--- src/rtl/sa_seq_ctrl.sv ---
// Sequencer for one sa_cell array column: align, weight load, phase-locked sample feed, drain.
// Optional weight reuse across runs is enabled by defining SA_SEQ_CTRL_WEIGHT_REUSE_EN.
module sa_seq_ctrl #(
    parameter int DATA_WIDTH       = 32,
    parameter int MODE_WIDTH       = 1,
    parameter int N_ROWS           = 4,
    parameter int WEIGHTS_PER_CELL = 2,
    parameter int LEN_WIDTH        = 16,
    parameter int DRAIN_CYCLES     = N_ROWS + 3
) (
    input  logic                  clk,
    input  logic                  rst_n,
    input  logic                  start,
    input  logic [MODE_WIDTH-1:0] cfg_mode,
    input  logic [LEN_WIDTH-1:0]  cfg_len,
`ifdef SA_SEQ_CTRL_WEIGHT_REUSE_EN
    input  logic                  cfg_reuse_w,
`endif
    output logic                  busy,
    output logic                  done,
    input  logic [DATA_WIDTH-1:0] w_data,
    input  logic                  w_valid,
    output logic                  w_ready,
    input  logic [DATA_WIDTH-1:0] x_data,
    input  logic                  x_valid,
    output logic                  x_ready,
    output logic                  arr_rst,
    output logic [MODE_WIDTH-1:0] arr_mode,
    output logic [DATA_WIDTH-1:0] arr_left,
    output logic [DATA_WIDTH-1:0] arr_move_data,
    output logic [N_ROWS-1:0]     arr_move_valid,
    output logic                  err_underrun
);

    localparam int ROW_W   = (N_ROWS > 1) ? $clog2(N_ROWS) : 1;
    localparam int IDX_W   = (WEIGHTS_PER_CELL > 1) ? $clog2(WEIGHTS_PER_CELL) : 1;
    localparam int DRAIN_W = (DRAIN_CYCLES > 1) ? $clog2(DRAIN_CYCLES) : 1;

    localparam logic [ROW_W-1:0]   LAST_ROW   = ROW_W'(N_ROWS - 1);
    localparam logic [IDX_W-1:0]   LAST_IDX   = IDX_W'(WEIGHTS_PER_CELL - 1);
    localparam logic [DRAIN_W-1:0] DRAIN_LAST = DRAIN_W'(DRAIN_CYCLES - 1);

    typedef enum logic [2:0] {
        IDLE,
        ALIGN,
        LOAD,
        SYNC,
        RUN,
        DRAIN,
        DONE
    } state_t;

    state_t                state_q;
    state_t                state_d;
    logic [1:0]            ph;
    logic [MODE_WIDTH-1:0] mode_q;
    logic [MODE_WIDTH-1:0] mode_src;
    logic [LEN_WIDTH-1:0]  samp_left;
    logic [ROW_W-1:0]      row_q;
    logic [IDX_W-1:0]      idx_q;
    logic [DRAIN_W-1:0]    drain_q;
    logic                  accept_start;
    logic                  reuse_ok;
    logic                  w_fire;
    logic                  x_fire;
    logic                  x_miss;
    logic                  last_word;
    logic                  group_end;

    assign accept_start = (state_q == IDLE) && start;
    assign w_fire       = w_ready && w_valid;
    assign x_fire       = x_ready && x_valid;
    assign x_miss       = x_ready && !x_valid;
    assign last_word    = (row_q == LAST_ROW) && (idx_q == LAST_IDX);
    assign group_end    = (ph == 2'd2);
    assign mode_src     = (state_q == IDLE) ? cfg_mode : mode_q;

`ifdef SA_SEQ_CTRL_WEIGHT_REUSE_EN
    logic aligned_q;

    // Reuse is only legal once the cells have been aligned and loaded since reset.
    always_ff @(posedge clk or negedge rst_n) begin
        if (!rst_n) begin
            aligned_q <= 1'b0;
        end else if (state_q == ALIGN) begin
            aligned_q <= 1'b1;
        end
    end

    assign reuse_ok = cfg_reuse_w && aligned_q;
`else
    assign reuse_ok = 1'b0;
`endif

    always_ff @(posedge clk or negedge rst_n) begin
        if (!rst_n) begin
            state_q <= IDLE;
        end else begin
            state_q <= state_d;
        end
    end

    // Leaving LOAD or SYNC is timed so that the first RUN cycle sees ph == 3.
    always_comb begin
        state_d = state_q;
        w_ready = 1'b0;
        x_ready = 1'b0;
        case (state_q)
            IDLE: begin
                if (start) begin
                    state_d = reuse_ok ? SYNC : ALIGN;
                end
            end
            ALIGN: begin
                state_d = LOAD;
            end
            LOAD: begin
                w_ready = 1'b1;
                if (w_valid && last_word) begin
                    if (group_end) begin
                        state_d = (samp_left == '0) ? DRAIN : RUN;
                    end else begin
                        state_d = SYNC;
                    end
                end
            end
            SYNC: begin
                if (group_end) begin
                    state_d = (samp_left == '0) ? DRAIN : RUN;
                end
            end
            RUN: begin
                x_ready = (ph == 2'd3) || (ph == 2'd0);
                if (group_end && (samp_left == LEN_WIDTH'(1))) begin
                    state_d = DRAIN;
                end
            end
            DRAIN: begin
                if (drain_q == '0) begin
                    state_d = DONE;
                end
            end
            DONE: begin
                state_d = IDLE;
            end
            default: begin
                state_d = IDLE;
            end
        endcase
    end

    // ph tracks the cells' 4-phase machine, which restarts whenever arr_rst is applied.
    always_ff @(posedge clk or negedge rst_n) begin
        if (!rst_n) begin
            ph <= 2'd0;
        end else if (arr_rst) begin
            ph <= 2'd0;
        end else begin
            ph <= ph + 2'd1;
        end
    end

    always_ff @(posedge clk or negedge rst_n) begin
        if (!rst_n) begin
            mode_q    <= '0;
            samp_left <= '0;
        end else if (accept_start) begin
            mode_q    <= cfg_mode;
            samp_left <= cfg_len;
        end else if ((state_q == RUN) && group_end) begin
            samp_left <= samp_left - LEN_WIDTH'(1);
        end
    end

    always_ff @(posedge clk or negedge rst_n) begin
        if (!rst_n) begin
            row_q <= '0;
            idx_q <= '0;
        end else if (state_q != LOAD) begin
            row_q <= '0;
            idx_q <= '0;
        end else if (w_fire) begin
            if (idx_q == LAST_IDX) begin
                idx_q <= '0;
                row_q <= row_q + ROW_W'(1);
            end else begin
                idx_q <= idx_q + IDX_W'(1);
            end
        end
    end

    always_ff @(posedge clk or negedge rst_n) begin
        if (!rst_n) begin
            drain_q <= DRAIN_LAST;
        end else if (state_q != DRAIN) begin
            drain_q <= DRAIN_LAST;
        end else if (drain_q != '0) begin
            drain_q <= drain_q - DRAIN_W'(1);
        end
    end

    always_ff @(posedge clk or negedge rst_n) begin
        if (!rst_n) begin
            busy    <= 1'b0;
            done    <= 1'b0;
            arr_rst <= 1'b1;
        end else begin
            busy    <= (state_d != IDLE) && (state_d != DONE);
            done    <= (state_d == DONE);
            arr_rst <= (state_d == ALIGN);
        end
    end

    // Mode stays at 1 until the final weight strobe has reached the cells.
    always_ff @(posedge clk or negedge rst_n) begin
        if (!rst_n) begin
            arr_mode <= '0;
        end else if (w_fire || (state_d == LOAD)) begin
            arr_mode <= MODE_WIDTH'(1);
        end else if (state_d inside {SYNC, RUN, DRAIN}) begin
            arr_mode <= mode_src;
        end
    end

    always_ff @(posedge clk or negedge rst_n) begin
        if (!rst_n) begin
            arr_move_data  <= '0;
            arr_move_valid <= '0;
        end else if (w_fire) begin
            arr_move_data  <= w_data;
            arr_move_valid <= N_ROWS'(1) << row_q;
        end else begin
            arr_move_valid <= '0;
        end
    end

    // A missing sample is replaced by zero; the array is never stalled.
    always_ff @(posedge clk or negedge rst_n) begin
        if (!rst_n) begin
            arr_left     <= '0;
            err_underrun <= 1'b0;
        end else begin
            arr_left <= x_fire ? x_data : '0;
            if (accept_start) begin
                err_underrun <= 1'b0;
            end else if (x_miss) begin
                err_underrun <= 1'b1;
            end
        end
    end

endmodule

--- config.mk ---
export PLATFORM = sky130hd
export DESIGN_NAME = sa_seq_ctrl
export DESIGN_NICKNAME = d
export VERILOG_FILES = /design/src/rtl/sa_seq_ctrl.sv
export SDC_FILE = /design/constraint.sdc
export NUM_CORES = 1
export LEC_CHECK = 0
export BUFFER_PORTS_ARGS = -buffer_cell sky130_fd_sc_hd__buf_2
export CAP_MARGIN = 20
export CELL_PAD_IN_SITES_DETAIL_PLACEMENT = 0
export CELL_PAD_IN_SITES_GLOBAL_PLACEMENT = 1
export CORE_MARGIN = 1
export CORE_UTILIZATION = 40
export CTS_CLUSTER_SIZE = 25
export DETAILED_ROUTE_END_ITERATION = 8
export PLACE_DENSITY_LB_ADDON = 0.05
export SLEW_MARGIN = 10
export SYNTH_ARGS = -nofsm -noshare
export SYNTH_HDL_FRONTEND = slang
export SYNTH_SLANG_ARGS = --single-unit
--- constraint.sdc ---
create_clock -name clk -period 3.95 [get_ports clk]
set_input_delay 0.5925 -clock clk [delete_from_list [all_inputs] [get_ports clk]]
set_output_delay 0.5925 -clock clk [all_outputs]
set_load 0.02 [all_outputs]
Word-level counts from Yosys, hierarchy flattened
Cells that the tools add are included.
{"block": "op_classes", "n_addsub": 5, "mul": 0, "n_div": 0, "magnitude_cmp": 0, "eq_ne": 18, "n_shift": 1, "mux": 28, "n_bitwise": 0, "n_reduce_logical": 26}
{"cell": "$mux W16", "count": 2}
{"cell": "$mux W32", "count": 1}
{"cell": "$mux W3", "count": 8}
{"cell": "$pmux W3 S6", "count": 1}
{"cell": "$eq A16 B1 Y1 const B", "count": 1}
{"cell": "$logic_not A16 Y1", "count": 1}
{"cell": "$sub A16 B1 Y16 const B", "count": 1}
{"cell": "$eq A3 B3 Y1 const B", "count": 5}
{"cell": "$eq A3 B2 Y1 const B", "count": 4}
{"cell": "$reduce_bool A2 Y1", "count": 6}
{"cell": "$mux W1", "count": 11}
{"cell": "$logic_and A1 B1 Y1", "count": 9}
{"cell": "$reduce_bool A3 Y1", "count": 3}
{"cell": "$mux W2", "count": 4}
{"cell": "$eq A2 B2 Y1 const B", "count": 3}
{"cell": "$eq A3 B1 Y1 const B", "count": 2}
{"cell": "$logic_not A3 Y1", "count": 2}
{"cell": "$ne A3 B3 Y1 const B", "count": 2}
{"cell": "$add A2 B1 Y2 const B", "count": 2}
{"cell": "$mux W4", "count": 1}
{"cell": "$shl A1 B2 Y4 const A", "count": 1}
{"cell": "$ne A3 B2 Y1 const B", "count": 1}
{"cell": "$sub A3 B1 Y3 const B", "count": 1}
{"cell": "$logic_not A2 Y1", "count": 1}
{"cell": "other kinds (4)", "count": 5}
{"block": "totals", "ff_bits": 101, "latchBits": 0, "ramBits": 0, "mem_bits_ro": 0, "input_bits": 86, "output_inout_bits": 75, "word_cells": 93, "memories": 0}

Logic depth before layout (Yosys ltp)
{"block": "logic_depth", "ltp_word": 9, "mapped_depth": 8, "mapped_depth_nobuf": 7}

Least setup slack after synthesis
Ideal clock, no wire load.
{"block": "synth_timing", "kind": "reg-to-reg", "start": "reg state_q[0]", "end": "reg arr_move_data[25]", "setup_time_ns": 0.125, "arrival_time_ns": 1.526, "required_time_ns": 3.825, "slack_ns": 2.300, "stages_incl_launch_ff": 7, "path_buffers": 3, "period_less_slack_ns": 1.650, "cell_sequence": "dfrtp_1 > buf_2 > nor2_1 > and3_1 > buf_2 > buf_2 > mux2_2"}
{"block": "synth_via", "elab_chain_len": 3}
{"item": "start: declaration", "line": "53", "source": "state_t state_q;"}
{"item": "start signal: assignment", "line": "99", "source": "state_q <= state_d;"}
{"item": "$eq A3 B2 Y1", "line": "108", "source": "case (state_q)"}
{"item": "$mux W1", "line": "108"}
{"item": "$logic_and A1 B1 Y1", "line": "71", "source": "assign w_fire = w_ready && w_valid;"}
{"item": "end signal: assignment", "line": "230", "source": "arr_move_data <= w_data;"}
{"item": "end: declaration", "line": "30", "source": "output logic [DATA_WIDTH-1:0] arr_move_data,"}
Every way passes these cells.
A chain may end at the register's enable or synchronous reset.

Final worst setup path
{"block": "layout_timing", "start": "reg state_q[2]", "end": "out x_ready"}
{"block": "layout_via", "elab_chain_len": 2}
{"item": "$eq A3 B3 Y1", "line": "108"}
{"item": "$mux W1", "line": "108"}
{"item": "end: declaration", "line": "26", "source": "output logic x_ready,"}
Every way passes these cells.

==> results.py <==
metrics = {
    "sta": {
        "finalHoldViolCount": 0,
        "finalSetupViolCount": 0,
        "timing.final.crit_share_pct": 53.7,
        "worstMarginPinSlew_ns": 0.829,
        "rsz0062_at_grt": "no",
        "finClkSkew_ns": 0.0168,
        "final.setup.tns_ns": 0,
        "slew_violations": 0,
        "max_clock_freq_mhz": 472,
        "fin_crit_ns": 2.12,
        "max-slew-margin-rel_pct": 44.8,
    },
    "synth": {
        "synth.net_count": 432,
        "netlist_instances": 336,
        "syn_area_um2": 4160,
        "ys_seq_elements": 101,
        "ys_warn_count": 0,
        "async_flop_share_pct": 100,
        "yosys-top-cells-area": "dfrtp_1 (59%), mux2_2 (8.9%), and2_1 (5.7%)",
        "yosysSeqAreaShare_pct": 60.8,
        "yosysMostFrequentCell": "dfrtp_1",
        "synthFlopType": "dfrtp_1",
        "synth_commonest_cells": "dfrtp_1 (98), and2_1 (38), mux2_2 (33)",
        "synth_edf_count": 0,
        "syn_area_per_cell_um2": 12.4,
        "synth_top_area_cell": "dfrtp_1",
        "ys_types": 39,
        "yosys.area.top_type_share_pct": 58.9,
    },
    "drt": {
        "remaining_drc_errors": 0,
        "drt-initial-drc-count": 138,
        "vias_per_cell": 4.53,
        "via_count": 2879,
        "routed_wl_mm": 7.98,
        "first_pass_iters": 4,
        "wl_per_cell_um": 12.6,
        "ant_nets": 0,
    },
    "cts": {
        "cts.clk_slew.worst_paths_ns": 0.10,
        "root_buffer": "clkbuf_8",
        "htreeDepth": 3,
        "cts_setup_buffers": 0,
        "cts_tree": "yes",
        "cts_made_buffers": 9,
        "cts_resized": 0,
        "cts_sinks": 101,
        "clk_latency_ns": 0.36,
        "clockBufferDepth": 2,
        "cts_hold_buf": 0,
    },
    "global_routing": {
        "grt_max_degree": 45,
        "overflow": 0,
        "antenna_found_initial": 0,
        "grt_pass1_vias": 2857,
        "grt_first_pass_wirelength_mm": 13.5,
        "grt.total_usage_pct": 15.4,
    },
    "worst_setup_path": {
        "rrSetupSlack_ns": 2.03,
        "startpoint_type": "register",
        "ff2ff_path_depth": 7,
        "path_max_fanout": 6,
        "end_kind": "primary output",
        "r2r_end": "samp_left[4]$_DFFE_PN0P_",
        "worstSetupEndpoint": "x_ready",
        "worstSetupPathType": "register to primary output",
        "rr_startpoint": "ph[0]$_DFF_PN0_",
        "cp.arrival_ns": 1.53,
        "worst_ep_required_time_ns": 3.36,
        "critical_path.startpoint": "state_q[2]$_DFF_PN0_",
    },
    "die": {
        "core_um2": 9910,
        "num_rows": 36,
        "die_y_um": 104,
        "initial_core_util_pct": 42.0,
        "boundaryPins": 161,
        "die_x_um": 104,
        "die-area_um2": 10800,
    },
    "power": {
        "power_leakage_nw": 2.71,
        "p_per_area_nw_per_um2": 335,
        "vdd_drop_max_uv": 136,
    },
    "finish": {
        "final_util_pct": 53.2,
        "nNetsFinal": 593,
        "fin_cells": 635,
        "drive_above_1_share_pct": 45.0,
        "syn2layout_area_growth_pct": 26.5,
        "antenna_cells": 0,
        "design_area_um2": 5270,
    },
    "placement": {
        "dp_hpwl_mm": 5.88,
        "io_buffer_count": 160,
        "dpl.cell_count": 619,
        "routabilityCongestion": 0.748,
        "placed_area_um2": 5080,
    },
    "run_status": {
        "outcome": "completed",
    },
    "job": {
        "cap_violations": 0,
    },
    "hold_path": {
        "hp-class": "input port to async pin",
    },
}
## cell usage in the layout (no fill, tap or decap), drive strengths merged
cell     count
or4          1
mux2        33
and4bb       1
and3         2
dfrtp       98
buf        164
nand4        1
and2        38
a21o         1
o21bai       1
a22oi        1
clkbuf      11
nand2       28
dfstp        3
or3          2
nor3b        1
nor3         7
a21oi        8
nand3        5
ha          10
nor2b        3
a2bb2oi      1
xnor2       14
nor4         4
or2          1
xor2         4
nor2        16
a31oi        1
inv         16
o21ai       22
clkinv       2
nand2b       2
## worst min path at each step
stage                                   endpoint             from  slack [ns]  cells after the start
floorplan                  arr_left[0]$_DFF_PN0_            rst_n        0.30                      0
global placement                 ph[0]$_DFF_PN0_  ph[0]$_DFF_PN0_        0.41                      1
detailed placement               ph[0]$_DFF_PN0_  ph[0]$_DFF_PN0_        0.41                      1
finish              arr_move_data[4]$_DFFE_PN0P_            rst_n        0.20                      1
CTS                 arr_move_data[4]$_DFFE_PN0P_            rst_n        0.21                      1
global route        arr_move_data[4]$_DFFE_PN0P_            rst_n        0.23                      1
## sequential cells by signal (all words and copies together) (netlist names)
| signal | flops |
|---|---|
| row_q | 2 |
| arr_rst | 1 |
| mode_q | 1 |
| samp_left | 16 |
| arr_left | 32 |
| arr_move_valid | 4 |
| done | 1 |
| busy | 1 |
| arr_move_data | 32 |
| state_q | 3 |
| drain_q | 3 |
| ph | 2 |
| idx_q | 1 |
| arr_mode | 1 |
| err_underrun | 1 |
## cell type report
| cell class | instances | area, um^2 |
|---|---|---|
| Timing Repair Buffer | 164 | 833 |
| Clock buffer | 11 | 141 |
| Sequential cell | 101 | 2530 |
| Tap cell | 133 | 166 |
| Clock inverter | 5 | 42.5 |
| Fill cell | 926 | 4640 |
| Inverter | 13 | 48.8 |
| Multi-Input combinational cell | 208 | 1500 |
## cell families (layout without fill, tap and decap cells)
family	Yosys count	count (layout)	share of synthesized area, %
flops	101	101	60.8
simple gates	112	112	15.9
fa+ha+maj	10	10	3.01
mux	33	33	8.93
xor+xnor	18	18	3.79
buf+inv	27	193	3.07
compound gates	35	35	4.51
## metal layers
metal | part of all wire (%) | track usage, %
met4 | 1.6 | 6.22
met5 | 0 | 0
met1 | 44 | 20.1
met2 | 46 | 24.0
met3 | 8.3 | 4.70
## per-stage QoR
stage          hold WS (ns)  worst slack (ns)  power (mW)
2_1_floorplan         0.297              2.30        1.10
3_3_place_gp          0.407              2.09        1.18
3_5_place_dp          0.410              2.02        1.18
4_1_cts               0.211              1.79        1.80
5_1_grt               0.235              1.68        1.84
6_report              0.204              1.83        1.76
## report_power, final
part | switching (mW) | internal (mW)
sequential | 0.00361 | 1.05
clock | 0.354 | 0.256
combinational | 0.0594 | 0.0430
## worst max-delay path: stages, from the launching register on
cell	delay (ns)
dfrtp_1	0.43
inv_1	0.12
nor3_1	0.26
and2_1	0.19
buf_2	0.18
No activity file was read; power rests on OpenSTA's default activity.
